==> src/rtl/sync_reset_pkg.sv <==
`timescale 1ns/100ps
// sync_reset_pkg
// Shared types and default constants for the reset generator.
//   state_t              : FSM encoding (RESET, HOLD, RUN, SOFT)
//   DEF_SYNC_STAGES      : default deassertion synchronizer depth
//   DEF_HOLD_CYCLES      : default sync_reset stretch length in cycles
package sync_reset_pkg;

  typedef enum logic [1:0] {
    ST_RESET = 2'd0,
    ST_HOLD  = 2'd1,
    ST_RUN   = 2'd2,
    ST_SOFT  = 2'd3
  } state_t;

  localparam int DEF_SYNC_STAGES = 2;
  localparam int DEF_HOLD_CYCLES = 16;

endpackage

==> src/rtl/reset_sync.sv <==
`timescale 1ns/100ps
// reset_sync
// Asynchronous-assert / synchronous-deassert reset synchronizer.
// All stages clear immediately when async_reset_n goes low; after release
// a 1 ripples through the chain, so rst_sync rises SYNC_STAGES edges later.
// Ports:
//   clk           in  : clock
//   async_reset_n in  : asynchronous active-low reset
//   rst_sync      out : synchronized release (1 = out of reset)
module reset_sync #(
  parameter int SYNC_STAGES = 2
) (
  input  logic clk,
  input  logic async_reset_n,
  output logic rst_sync
);

  logic [SYNC_STAGES-1:0] sync_q;

  always_ff @(posedge clk or negedge async_reset_n) begin
    if (!async_reset_n) begin
      sync_q <= '0;
    end else begin
      sync_q <= {sync_q[SYNC_STAGES-2:0], 1'b1};
    end
  end

  assign rst_sync = sync_q[SYNC_STAGES-1];

endmodule

==> src/rtl/sync_reset_gen.sv <==
`timescale 1ns/100ps
// sync_reset_gen
// Produces the active-high synchronous reset for downstream flops. The board
// reset is synchronized on release and stretched to HOLD_CYCLES cycles; a
// soft_req in RUN re-asserts sync_reset for HOLD_CYCLES cycles.
// Ports:
//   clk           in  : clock
//   async_reset_n in  : asynchronous active-low board reset
//   soft_req      in  : level soft-reset request (sampled only in RUN)
//   soft_ack      out : one-cycle pulse on the first RUN cycle after SOFT
//   sync_reset    out : registered active-high reset to downstream logic
//   ready         out : high only in RUN
//   dbg_state     out : current FSM state, for observation only
//
// Handshake: the requester raises soft_req and holds it; the request is
// taken at a RUN edge. soft_ack is high for exactly one cycle when the soft
// reset completes; the requester must drop soft_req in that cycle, otherwise
// the next edge (still RUN) accepts it as a fresh request. An async reset
// during HOLD/SOFT aborts without any soft_ack.
module sync_reset_gen
  import sync_reset_pkg::*;
#(
  parameter int SYNC_STAGES = DEF_SYNC_STAGES,
  parameter int HOLD_CYCLES = DEF_HOLD_CYCLES
) (
  input  logic   clk,
  input  logic   async_reset_n,
  input  logic   soft_req,
  output logic   soft_ack,
  output logic   sync_reset,
  output logic   ready,
  output state_t dbg_state
);

  localparam int              CW   = $clog2(HOLD_CYCLES + 1);
  localparam logic [CW-1:0]   LAST = CW'(HOLD_CYCLES - 1);

  logic          rst_sync;
  state_t        state_q, state_d;
  logic [CW-1:0] cnt_q, cnt_d;
  logic          sync_reset_q, sync_reset_d;
  logic          ready_q, ready_d;
  logic          soft_ack_q, soft_ack_d;

  reset_sync #(
    .SYNC_STAGES (SYNC_STAGES)
  ) u_reset_sync (
    .clk           (clk),
    .async_reset_n (async_reset_n),
    .rst_sync      (rst_sync)
  );

  always_ff @(posedge clk or negedge async_reset_n) begin
    if (!async_reset_n) begin
      state_q      <= ST_RESET;
      cnt_q        <= '0;
      sync_reset_q <= 1'b1;
      ready_q      <= 1'b0;
      soft_ack_q   <= 1'b0;
    end else begin
      state_q      <= state_d;
      cnt_q        <= cnt_d;
      sync_reset_q <= sync_reset_d;
      ready_q      <= ready_d;
      soft_ack_q   <= soft_ack_d;
    end
  end

  always_comb begin
    state_d = state_q;
    cnt_d   = cnt_q;
    case (state_q)
      ST_RESET: begin
        cnt_d = '0;
        if (rst_sync) state_d = ST_HOLD;
      end
      ST_HOLD, ST_SOFT: begin
        if (cnt_q == LAST) begin
          state_d = ST_RUN;
          cnt_d   = '0;
        end else if (cnt_q != '1) begin
          // saturating: the counter never wraps
          cnt_d = cnt_q + CW'(1);
        end
      end
      ST_RUN: begin
        cnt_d = '0;
        if (soft_req) state_d = ST_SOFT;
      end
      default: begin
        state_d = ST_RESET;
        cnt_d   = '0;
      end
    endcase
    // Outputs are computed from the next state so that the registered
    // copies line up with the state register.
    sync_reset_d = (state_d != ST_RUN);
    ready_d      = (state_d == ST_RUN);
    soft_ack_d   = (state_q == ST_SOFT) && (state_d == ST_RUN);
  end

  assign sync_reset = sync_reset_q;
  assign ready      = ready_q;
  assign soft_ack   = soft_ack_q;
  assign dbg_state  = state_q;

endmodule

==> config.mk <==
export PLATFORM = sky130hd
export DESIGN_NAME = sync_reset_gen
export DESIGN_NICKNAME = d
export VERILOG_FILES = /design/src/rtl/sync_reset_pkg.sv /design/src/rtl/reset_sync.sv /design/src/rtl/sync_reset_gen.sv
export SDC_FILE = /design/constraint.sdc
export NUM_CORES = 1
export LEC_CHECK = 0
export ABC_CLOCK_PERIOD_IN_PS = 1600
export BUFFER_PORTS_ARGS = -buffer_cell sky130_fd_sc_hd__buf_4
export CORE_AREA = 2 2 39 41
export DETAILED_ROUTE_END_ITERATION = 6
export DIE_AREA = 0 0 41 43
export PLACE_DENSITY = 0.63
export SYNTH_ARGS = -nofsm -noshare
export SYNTH_HDL_FRONTEND = slang
export SYNTH_SLANG_ARGS = --single-unit
==> constraint.sdc <==
create_clock -name clk -period 1.6 [get_ports clk]
set_input_delay 0.24 -clock clk [delete_from_list [all_inputs] [get_ports clk]]
set_output_delay 0.24 -clock clk [all_outputs]
set_load 0.02 [all_outputs]
; ---- After elaboration in Yosys (flattened, before gate mapping)
; Index checks and enable logic that the tools add are counted.
[classes]
div_mod_pow = 0
addsub = 1
muxes = 7
n_reduce_logical = 4
bitwise_logic = 0
n_mul = 0
shifts = 0
n_lt_le_gt_ge = 0
eq_ne = 8
[op_table]
columns = cell, count
row1 = $mux 5, 2
row2 = $pmux 5 s2, 1
row3 = $eq 2x2->1 const B, 3
row4 = $mux 2, 3
row5 = $pmux 2 s3, 1
row6 = $add 5x1->5 const B, 1
row7 = $eq 5x4->1 const B, 1
row8 = $ne 5x5->1 const B, 1
row9 = $reduce_or 2->1, 2
row10 = $ne 3x3->1 const B, 1
row11 = $eq 2x1->1 const B, 1
row12 = $logic_not 2->1, 1
row13 = $ne 2x2->1 const B, 1
row14 = $logic_and 1x1->1, 1
[word_totals]
rom_bits = 0
ram_bits = 0
in_bits = 3
word_cells = 26
latchBits = 0
out_inout_bits = 5
register_bits = 12
memories = 0

; ---- Depth between registers and ports, before layout
; Gate-level depths: netlist of run 1.
[depth]
depth_word = 5
depth_mapped = 4
ltp_nobuf = 4

; ---- Modules after synthesis
; From an unflattened synthesis of run 1, not the netlist that was laid out.
[unflattened]
hier_cells = 42
area_unflattened_um2 = 489.2
[by_module_without_submodules]
columns = module, seq_area_each_um2, n_inst, area_per_inst_um2, cells_per_inst
row1 = sync_reset_gen, 251.5, 1, 435.4, 39
row2 = reset_sync, 50.0, 1, 53.8, 3

; ---- Least setup slack after synthesis of run 1
; No wires, ideal clock.
[synth_timing]
path_kind = register -> register
startpoint = reg cnt_q[0]
endpoint = reg state_q[1] (netlist: dbg_state[1])
arrival_time_ns = 1.080
path_buffers = 0
synth_period_minus_slack_ns = 1.208
setup_ns = 0.127
stages_incl_launch_ff = 5
t_required_ns = 1.473
path_slack_ns = 0.392
path_cell_list = dfrtp_1 > ha_1 > nand3_2 > nor3b_4 > or2_2
[synth_between]
elab_chain_cells = 3
[synth_lines]
columns = item, line
row1 = "start, declared", sync_reset_gen.sv:40  ; logic [CW-1:0] cnt_q, cnt_d;
row2 = "start signal, assigned", sync_reset_gen.sv:62  ; cnt_q <= cnt_d;
row3 = $eq 5x4->1, sync_reset_gen.sv:78  ; if (cnt_q == LAST) begin
row4 = $mux 2, sync_reset_gen.sv:78
row5 = $pmux 2 s3, sync_reset_gen.sv:72  ; case (state_q)
row6 = via state_d[1], sync_reset_gen.sv:39  ; state_t state_q, state_d;
row7 = "end signal, assigned", sync_reset_gen.sv:61  ; state_q <= state_d;
row8 = "end, declared", sync_reset_gen.sv:39
; The timed path passes the listed nets, and every way through them passes these cells.
; A chain may end at the register's enable or synchronous reset.

; ---- Worst setup path in the final report of run 1
[layout_timing]
startpoint = reg cnt_q[0]
endpoint = reg soft_ack_q (netlist: soft_ack)
[layout_between]
elab_chain_cells = 5
[layout_lines]
columns = item, line
row1 = $eq 5x4->1, sync_reset_gen.sv:78
row2 = $mux 2, sync_reset_gen.sv:78
row3 = $pmux 2 s3, sync_reset_gen.sv:72
row4 = $eq 2x2->1, sync_reset_gen.sv:99  ; soft_ack_d = (state_q == ST_SOFT) && (state_d == ST_RUN);
row5 = $logic_and 1x1->1, sync_reset_gen.sv:99
row6 = via soft_ack_d, sync_reset_gen.sv:43  ; logic soft_ack_q, soft_ack_d;
row7 = "end signal, assigned", sync_reset_gen.sv:65  ; soft_ack_q <= soft_ack_d;
row8 = "end, declared", sync_reset_gen.sv:43
; The timed path passes the listed nets, and every way through them passes these cells.

==> impl_metrics.tcl, run 1 <==
set metrics [dict create \
    fin_setup_tns_ns 0 \
    final_net_count 58 \
    fp-row-count 14 \
    maxSlewViolCount 0 \
    synth-simple-area-share_pct 20.72 \
    cp.arrival_ns 1.51 \
    drv_cap 0 \
    dp_cells 64 \
    min_path_type "in -> reg" \
    synth_xor_area_share_pct 0 \
    grt_max_degree 13 \
    die_height_um 43 \
    wire_per_inst_um 11.07 \
    post_cts_buffers 0 \
    synth_adder_area_share_pct 2.558 \
    cp-startpoint "cnt_q[0]$_DFFE_PN0P_" \
    pwr-share-clk_pct 17.8 \
    p_int_uw 656.8 \
    p_switching_uw 375.1 \
    reg2reg_depth 4 \
    p_per_area_mw_per_mm2 1740 \
    hold_viol 0 \
    timing.hold.ws_ns 0.2354 \
    cts_resized 0 \
    synth_warnings 0 \
    cp_max_fo 7 \
    cts_tree "done" \
    post-place-ws_ns 0.3075 \
    rrSetupSlack_ns 0.29 \
    regToRegStartpoint "cnt_q[0]$_DFFE_PN0P_" \
    cts_max_level 1 \
    drive_above_1_share_pct 28.30 \
    synth_cells 42 \
    syn_area_per_cell_um2 11.65 \
    dr.pass1.iters 4 \
    gp_congestion 0.6846 \
    hpwlAfterDp_um 578 \
    antenna_found_initial 0 \
    crit_end "soft_ack$_DFF_PN0_" \
    yosysTopAreaCell "dfrtp_1" \
    start_util_pct 35.35 \
    cp-end-kind "register" \
    p_sw_share_pct 36.35 \
    grt_pass1_vias 271 \
    synth_compound_area_share_pct 13.30 \
    yosysSeqAreaShare_pct 61.64 \
    fmax_ghz 0.7632 \
    vias 347 \
    grt_pass1_wl_um 1186 \
    cts.path.max_buffers 2 \
    drc 0 \
    die-area_mm2 0.001763 \
    cts_buffers 3 \
    vdd_ir_drop_max_v 0.0006214 \
    skew_ns 0.001368 \
    globalRoute.totalOverflow 0 \
    synth_mux_area_share_pct 0 \
    netlist_area_um2 489.2 \
    drtAntennaViolNets 0 \
    ios 8 \
    worst-setup-path-type "reg -> reg" \
    track_usage_pct 10.40 \
    netlist.area_leader.share_pct 56.27 \
    clk_pin_slew_ns 0.07 \
    p_leak_nw 0.2650 \
    cp.required_ns 1.80 \
    cp-start-kind "register" \
    fin_total_pwr_mw 1.032 \
    r2r-end "soft_ack$_DFF_PN0_" \
    power_frac_seq_pct 50.1 \
    final_common_cell "dfrtp_1" \
    period_share_pct 81.89 \
    most-common-layout-cells "dfrtp_1, buf_4, a21oi_1, nand2_1" \
    yosys_register_bits 12 \
    cts_hold_buf 1 \
    final_cell_area_um2 593.1 \
    viasPerCell 5.029 \
    setup_violations 0 \
    areaGrowthSynthToFinish_pct 21.23 \
    wl_um 764 \
    power_frac_comb_pct 32.0 \
    clock_tree.root_cell "clkbuf_4" \
    clock-sinks 12 \
    setup_ws_ns 0.2897 \
    io_buffer_count 7 \
    synth_top_family_by_area "simple AND/OR/NAND/NOR gates" \
    final_util_pct 42.86 \
    die_x_um 41 \
    core-area_mm2 0.001384 \
    n_fill_cell 136 \
    worst_skew_pair.late_latency_ns 0.26 \
    final_cells 69 \
    post_dp_cell_area_um2 556.8 \
    drtIter0Drc 8 \
    status "complete, no violations" \
    diodes 0 \
    rsz0062_at_grt "false" \
    syn_nets 46 \
    synth_cell_type_count 21 \
    synthTopCellsByArea "dfrtp_1, dfstp_2, a21oi_1" \
    min_period_ns 1.310 \
]
-- cell families (layout without fill, tap and decap cells) --
group | Yosys count | in the layout
AND/OR/NAND/NOR | 16 | 16
flip-flops | 12 | 12
AO/OA/AOI/OAI | 11 | 11
adder cells (fa/ha/maj) | 1 | 1
other | 1 | 1
buffers and inverters | 1 | 12
-- flip-flops by register name, summed over array words and instances, names as in the netlist --
register             cells
sync_reset               1
ready                    1
soft_ack                 1
cnt_q                    5
dbg_state                2
u_reset_sync.sync_q      2
-- power groups by stage --
| stage | clock network [mW] | logic [mW] | registers, mW |
|---|---|---|---|
| after global placement | 0 | 0.326 | 0.513 |
| after global routing | 0.216 | 0.369 | 0.535 |
| after CTS | 0.194 | 0.335 | 0.517 |
| after detailed placement | 0 | 0.333 | 0.522 |
| final | 0.184 | 0.331 | 0.517 |
| after floorplan | 0 | 0.208 | 0.528 |
-- routing by layer --
layer / GRT usage (%) / vias up / part of all wire (%) / wire length [um]
met5: 0 / - / 0 / 0
met4: 4.000 / 0 / 1.8 / 14
met3: 6.283 / 2 / 6.2 / 47
met2: 13.75 / 11 / 48 / 368
met1: 13.51 / 164 / 43 / 332
li1: - / 170 / - / -
-- final cells by class --
| type | count | area [um2] | area share (%) |
|---|---|---|---|
| clock buffers | 4 | 26.28 | 4.430 |
| multi-input cells | 29 | 182.7 | 30.80 |
| repair buffers | 8 | 62.56 | 10.55 |
| well taps | 16 | 20.02 | 3.376 |
| flip-flops and latches | 12 | 301.5 | 50.84 |
-- synth_stat cells (all sizes together) --
| master | number |
|---|---|
| a211oi | 2 |
| a21o | 1 |
| a21oi | 4 |
| a31oi | 1 |
| and2 | 2 |
| clkbuf | 1 |
| conb | 1 |
| dfrtp | 11 |
| dfstp | 1 |
| ha | 1 |
| nand2 | 4 |
| nand3 | 2 |
| nand4 | 1 |
| nand4b | 1 |
| nor2 | 2 |
| nor2b | 1 |
| nor3 | 1 |
| nor3b | 1 |
| o21ai | 3 |
| or2 | 1 |
-- worst min path at each step --
stage,from,endpoint,slack (ns),cells after the start
final,soft_req,dbg_state[0]$_DFF_PN0_,0.24,3
after global placement,async_reset_n,dbg_state[1]$_DFF_PN0_,0.08,1
after floorplan,async_reset_n,cnt_q[0]$_DFFE_PN0P_,-0.06,0
after global routing,soft_req,dbg_state[0]$_DFF_PN0_,0.26,3
after CTS,soft_req,dbg_state[0]$_DFF_PN0_,0.23,3
after detailed placement,async_reset_n,soft_ack$_DFF_PN0_,0.09,1
-- worst max-delay path, stage by stage, from the launching register on --
cell and delay [ns]:
dfrtp_1 0.41, ha_1 0.30, nand3_2 0.13, nor3b_4 0.26, and2_1 0.15
No activity file was read; power rests on OpenSTA's default activity.
==> run 2, diff against run 1 <==
ABC_AREA = 1   (was default)
ABC_CLOCK_PERIOD_IN_PS = 1300   (was 1600)
PLACE_DENSITY = 0.65   (was 0.63)
clock period = 1.3 ns   (was 1.6 ns; I/O delays follow)
==> impl_metrics.tcl, run 2 <==
set metrics [dict create \
    status "complete, no violations" \
    cts_max_level 1 \
    cp-end-kind "output pin" \
    final_cell_area_um2 631.9 \
    worstPathCellList "buf_4" \
    hpwlAfterDp_um 617.5 \
    cts_buffers 3 \
    cp-start-kind "register" \
    syn_nets 58 \
    regToRegStartpoint "cnt_q[0]$_DFFE_PN0P_" \
    wire_per_inst_um 9.805 \
    die-area_mm2 0.001763 \
    vdd_ir_drop_max_v 0.0005875 \
    antenna_found_initial 0 \
    min_period_ns 1.169 \
    syn_area_per_cell_um2 9.500 \
    cp.arrival_ns 0.97 \
    clock-sinks 12 \
    synth-simple-area-share_pct 23.90 \
    top_layer_used "met4" \
    netlist.area_leader.share_pct 53.66 \
    timing.hold.ws_ns 0.1523 \
    drc 0 \
    wl_met3_um 17 \
    globalRoute.totalOverflow 0 \
    cp.depth 1 \
    post_dp_cell_area_um2 585.6 \
    die_height_um 43 \
    synth_xor_area_share_pct 0 \
    drt-met1-wl_um 359 \
    viasPerCell 4.512 \
    cts_resized 0 \
    min_path_cells 3 \
    vias 370 \
    grt_pass1_vias 361 \
    min_path_type "in -> reg" \
    critical_path_buf_inv_count 1 \
    critPathSlowestCell "dfrtp_1" \
    rsz0062_at_grt "false" \
    final_common_cell "dfrtp_1" \
    clk_pin_slew_ns 0.08 \
    synth_edf_count 0 \
    fmax_ghz 0.8555 \
    cts_tree "done" \
    diodes 0 \
    wl_um 804 \
    track_usage_pct 12.51 \
    rrSetupSlack_ns 0.13 \
    synth_top_family_by_area "simple AND/OR/NAND/NOR gates" \
    post_cts_buffers 0 \
    die_x_um 41 \
    p_leak_nw 0.3174 \
    synth_cells 54 \
    drtAntennaViolNets 0 \
    ff_latch_area_um2 301.5 \
    dr.pass1.iters 4 \
    final_cells 82 \
    yosysMostFrequentCell "dfrtp_1" \
    yosysSeqAreaShare_pct 58.78 \
    gp_congestion 0.7311 \
    n_fill_cell 134 \
    yosysTopAreaCell "dfrtp_1" \
    maxSlewViolCount 0 \
    skew_ns 0.002758 \
    async_flop_share_pct 100.0 \
    netlist_area_um2 513.0 \
    ios 8 \
    synth_adder_area_share_pct 2.439 \
    clock_tree.root_cell "clkbuf_4" \
    reg2reg_depth 7 \
    largest-register "cnt_q" \
    cts.path.max_buffers 2 \
    synth-main-ff-cell "dfrtp_1" \
    cpLargestDelayFamily "flip-flops" \
    synth_warnings 0 \
    drive_above_1_share_pct 31.82 \
    r2r-end "cnt_q[3]$_DFFE_PN0P_" \
    multi_input_area_um2 177.7 \
    period_share_pct 89.92 \
    p_per_area_mw_per_mm2 1958 \
    synth_cell_type_count 19 \
    synthTopCellsByArea "dfrtp_1, dfstp_2, inv_1" \
    grt_pass1_wl_um 1414 \
    io_buffer_count 7 \
    setup_violations 0 \
    drv_cap 0 \
    worst_skew_pair.late_latency_ns 0.27 \
    hold_start "soft_req" \
    areaGrowthSynthToFinish_pct 23.17 \
    worst-setup-path-type "reg -> out" \
    fp-row-count 14 \
    min_to "dbg_state[0]$_DFF_PN0_" \
    grt_max_degree 13 \
    most-common-layout-cells "dfrtp_1, inv_1, nand2_1, buf_4, nor2_1" \
    drtIter0Drc 5 \
    wl_met2_um 392 \
    yosys_register_bits 12 \
    cp.required_ns 1.11 \
    synth_mux_area_share_pct 0 \
    final_net_count 71 \
    slowest_delay_ns 0.50 \
    dp_cells 77 \
    start_util_pct 37.07 \
    cp_max_fo 8 \
    fin_total_pwr_mw 1.237 \
    core-area_mm2 0.001384 \
    hold_viol 0 \
    fin_setup_tns_ns 0 \
    largest_reg_flops 5 \
    synth_commonest_cells "dfrtp_1, inv_1, nand2_1" \
    synth_compound_area_share_pct 7.561 \
]
[run 2: area by class of cell]
type	instances	share of cell area, %
repair buffers	8	9.901
well taps	16	3.168
inverters	9	5.347
flip-flops and latches	12	47.72
multi-input cells	33	28.12
clock buffers	4	5.743
[run 2: metal layers]
layer  vias up  global-route usage, %
li1        191                      -
met2         6                  15.94
met1       169                  16.11
met3         4                  3.141
met4         0                  12.00
met5         -                      0
[run 2: cell families (layout without fill, tap and decap cells)]
logic type | count (synthesis) | after routing
and+or+nand+nor | 24 | 24
DFF | 12 | 12
buffers and inverters | 9 | 21
AOI/OAI and AO/OA | 7 | 7
adders and majority gates | 1 | 1
other | 1 | 1
[run 2: worst max path at each step]
stage / from / endpoint / slack, ns
2_1_floorplan: cnt_q[0]$_DFFE_PN0P_ / cnt_q[3]$_DFFE_PN0P_ / 0.21
3_3_place_gp: cnt_q[0]$_DFFE_PN0P_ / cnt_q[3]$_DFFE_PN0P_ / 0.17
3_5_place_dp: cnt_q[0]$_DFFE_PN0P_ / cnt_q[3]$_DFFE_PN0P_ / 0.15
4_1_cts: dbg_state[0]$_DFF_PN0_ / dbg_state[0] / 0.12
5_1_grt: cnt_q[0]$_DFFE_PN0P_ / cnt_q[3]$_DFFE_PN0P_ / 0.02
6_report: dbg_state[0]$_DFF_PN0_ / dbg_state[0] / 0.13
[run 2: timing repair]
| item | 4_1_cts | 5_1_grt |
|---|---|---|
| endpoints found under the setup margin | 0 | 0 |
| endpoints found under the hold margin | 12 | 0 |
| hold buffers | 1 | 0 |
[run 2: power by group]
| part | internal, mW | total [mW] | leakage (nW) | switching (mW) |
|---|---|---|---|---|
| registers | 0.477 | 0.558 | 0.143 | 0.0812 |
| logic | 0.154 | 0.379 | 0.154 | 0.225 |
| clock network | 0.170 | 0.300 | 0.0210 | 0.129 |
| total | 0.802 | 1.24 | 0.317 | 0.435 |
[run 2: metrics by stage]
step / setup slack [ns] / util, %
finish: 0.1311 / 45.66
floorplan: 0.2092 / -
detailed placement: 0.1466 / 42.31
global route: 0.01519 / 45.66
CTS: 0.1175 / 45.66
global placement: 0.1718 / 42.31
==> run 3, diff against run 2 <==
SYNTH_HIERARCHICAL = 1   (was default)
==> impl_metrics.tcl, run 3 <==
set metrics [dict create \
    regToRegStartpoint "cnt_q[0]$_DFFE_PN0P_" \
    viasPerCell 4.610 \
    dr.pass1.iters 4 \
    final_common_cell "dfrtp_1" \
    yosys_register_bits 12 \
    worst-setup-path-type "reg -> reg" \
    synth_cell_type_count 19 \
    vdd_ir_drop_max_v 0.0008125 \
    grt-busiest-layer "met2" \
    die-area_mm2 0.001763 \
    wl_um 869 \
    cp-end-kind "register" \
    p_leak_nw 0.3174 \
    reg2reg_depth 7 \
    synth_warnings 6 \
    start_util_pct 37.07 \
    min_period_ns 1.192 \
    drive_above_1_share_pct 31.82 \
    drtAntennaViolNets 0 \
    ios 8 \
    post_dp_cell_area_um2 585.6 \
    cts_max_level 1 \
    netlist.area_leader.share_pct 53.66 \
    rsz0062_at_grt "false" \
    synth_mux_area_share_pct 0 \
    cp.required_ns 1.47 \
    netlist_area_um2 513.0 \
    areaGrowthSynthToFinish_pct 23.17 \
    grt.met1_usage_pct 16.50 \
    cts_buffers 3 \
    die_x_um 41 \
    final_cells 82 \
    final_util_pct 45.66 \
    clk_pin_slew_ns 0.08 \
    r2r-end "cnt_q[3]$_DFFE_PN0P_" \
    largest_reg_flops 5 \
    drc 0 \
    synth_adder_area_share_pct 2.439 \
    min_path_cells 3 \
    drtIter0Drc 7 \
    slowest_delay_ns 0.40 \
    worst_skew_pair.late_latency_ns 0.27 \
    grt_max_degree 13 \
    min_to "dbg_state[0]$_DFF_PN0_" \
    yosysSeqAreaShare_pct 58.78 \
    synth_cells 54 \
    min_path_type "in -> reg" \
    hpwlAfterDp_um 676.4 \
    synth_commonest_cells "dfrtp_1, inv_1, nand2_1" \
    status "complete, no violations" \
    async_flop_share_pct 100.0 \
    core-area_mm2 0.001384 \
    track_usage_pct 13.03 \
    synth_edf_count 0 \
    period_share_pct 91.70 \
    post_cts_buffers 0 \
    cts_resized 0 \
    diodes 0 \
    p_per_area_mw_per_mm2 1964 \
    clock-sinks 12 \
    syn_area_per_cell_um2 9.500 \
    fmax_ghz 0.8389 \
    yosysTopAreaCell "dfrtp_1" \
    synth_top_family_by_area "simple AND/OR/NAND/NOR gates" \
    cts.path.max_buffers 2 \
    fin_setup_tns_ns 0 \
    skew_ns 0.002744 \
    die_height_um 43 \
    worstPathCellList "ha_1 > nand2_2 > inv_1 > o21ai_1 > nand2_1 > nand2_1 > inv_1" \
    grt_use_met2_pct 19.06 \
    synth_compound_area_share_pct 7.561 \
    grt_pass1_wl_um 1524 \
    yosysMostFrequentCell "dfrtp_1" \
    io_buffer_count 7 \
    final_net_count 71 \
    cp_max_fo 3 \
    gp_congestion 0.7711 \
    most-common-layout-cells "dfrtp_1, inv_1, nand2_1, buf_4, nor2_1" \
    hold_viol 0 \
    wire_per_inst_um 10.60 \
    cts_tree "done" \
    synth_xor_area_share_pct 0 \
    maxSlewViolCount 0 \
    cp.arrival_ns 1.36 \
    final_cell_area_um2 631.9 \
    drv_cap 0 \
    cp-start-kind "register" \
    hold_start "soft_req" \
    synth-main-ff-cell "dfrtp_1" \
    syn_nets 58 \
    antenna_found_initial 0 \
    rrSetupSlack_ns 0.11 \
    critPathSlowestCell "dfrtp_1" \
    dp_cells 77 \
    fp-row-count 14 \
    synthTopCellsByArea "dfrtp_1, dfstp_2, inv_1" \
    globalRoute.totalOverflow 0 \
    setup_violations 0 \
    cts_hold_buf 1 \
    vias 378 \
    clock_tree.root_cell "clkbuf_4" \
    largest-register "cnt_q" \
    synth-simple-area-share_pct 23.90 \
    grt_util_met3_pct 1.571 \
    grt_pass1_vias 382 \
]
[run 3: cell counts in the layout (fill, tap and decap cells not counted)]
No cell type changed its count.
[run 3: worst max path at each step]
stage                     cells after the start                  from              endpoint  slack [ns]
final                                         7  cnt_q[0]$_DFFE_PN0P_  cnt_q[3]$_DFFE_PN0P_        0.11
after global routing                          7  cnt_q[0]$_DFFE_PN0P_  cnt_q[3]$_DFFE_PN0P_       0.005
after CTS                                     7  cnt_q[0]$_DFFE_PN0P_  cnt_q[3]$_DFFE_PN0P_        0.10
after detailed placement                      7  cnt_q[0]$_DFFE_PN0P_  cnt_q[3]$_DFFE_PN0P_        0.12
after global placement                        7  cnt_q[0]$_DFFE_PN0P_  cnt_q[3]$_DFFE_PN0P_        0.17
after floorplan                               7  cnt_q[0]$_DFFE_PN0P_  cnt_q[3]$_DFFE_PN0P_        0.21
[run 3: where the power goes]
group	switching (mW)	internal (mW)
Combinational	0.231	0.156
Sequential	0.0858	0.477
Clock	0.121	0.170
[run 3: layout make-up]
class	instances	area, um2
Clock buffer	4	36.28
Fill cell	133	752.0
Inverter	9	33.78
Multi-Input combinational cell	33	177.7
Sequential cell	12	301.5
Tap cell	16	20.02
Timing Repair Buffer	8	62.56
[run 3: through the flow]
stage / setup WS [ns] / hold slack, ns / total power [mW]
finish: 0.1079 / 0.1670 / 1.241
CTS: 0.1040 / 0.1539 / 1.262
global route: 0.005145 / 0.1613 / 1.347
global placement: 0.1716 / 0.03827 / 0.9440
detailed placement: 0.1201 / 0.04004 / 0.9607
floorplan: 0.2092 / -0.1006 / 0.8278
[run 3: layer usage]
metal  wire length (um)  vias up
met1                370      175
met2                449       11
met3                 26        2
met4                 22        0
met5                  0        -
li1                   -      190
[run 3: critical path, delay by kind of cell (launching register included)]
family / cells / cell delay (ns)
buffers and inverters: 2 / 0.10
AOI/OAI and AO/OA: 1 / 0.12
adders and majority gates: 1 / 0.24
DFF: 1 / 0.40
and+or+nand+nor: 3 / 0.24
[run 3: logic make-up after synthesis]
kind of cell,after synthesis
AND/OR/NAND/NOR,24
flip-flops,12
adder cells (fa/ha/maj),1
buffers and inverters,9
AO/OA/AOI/OAI,7
other,1
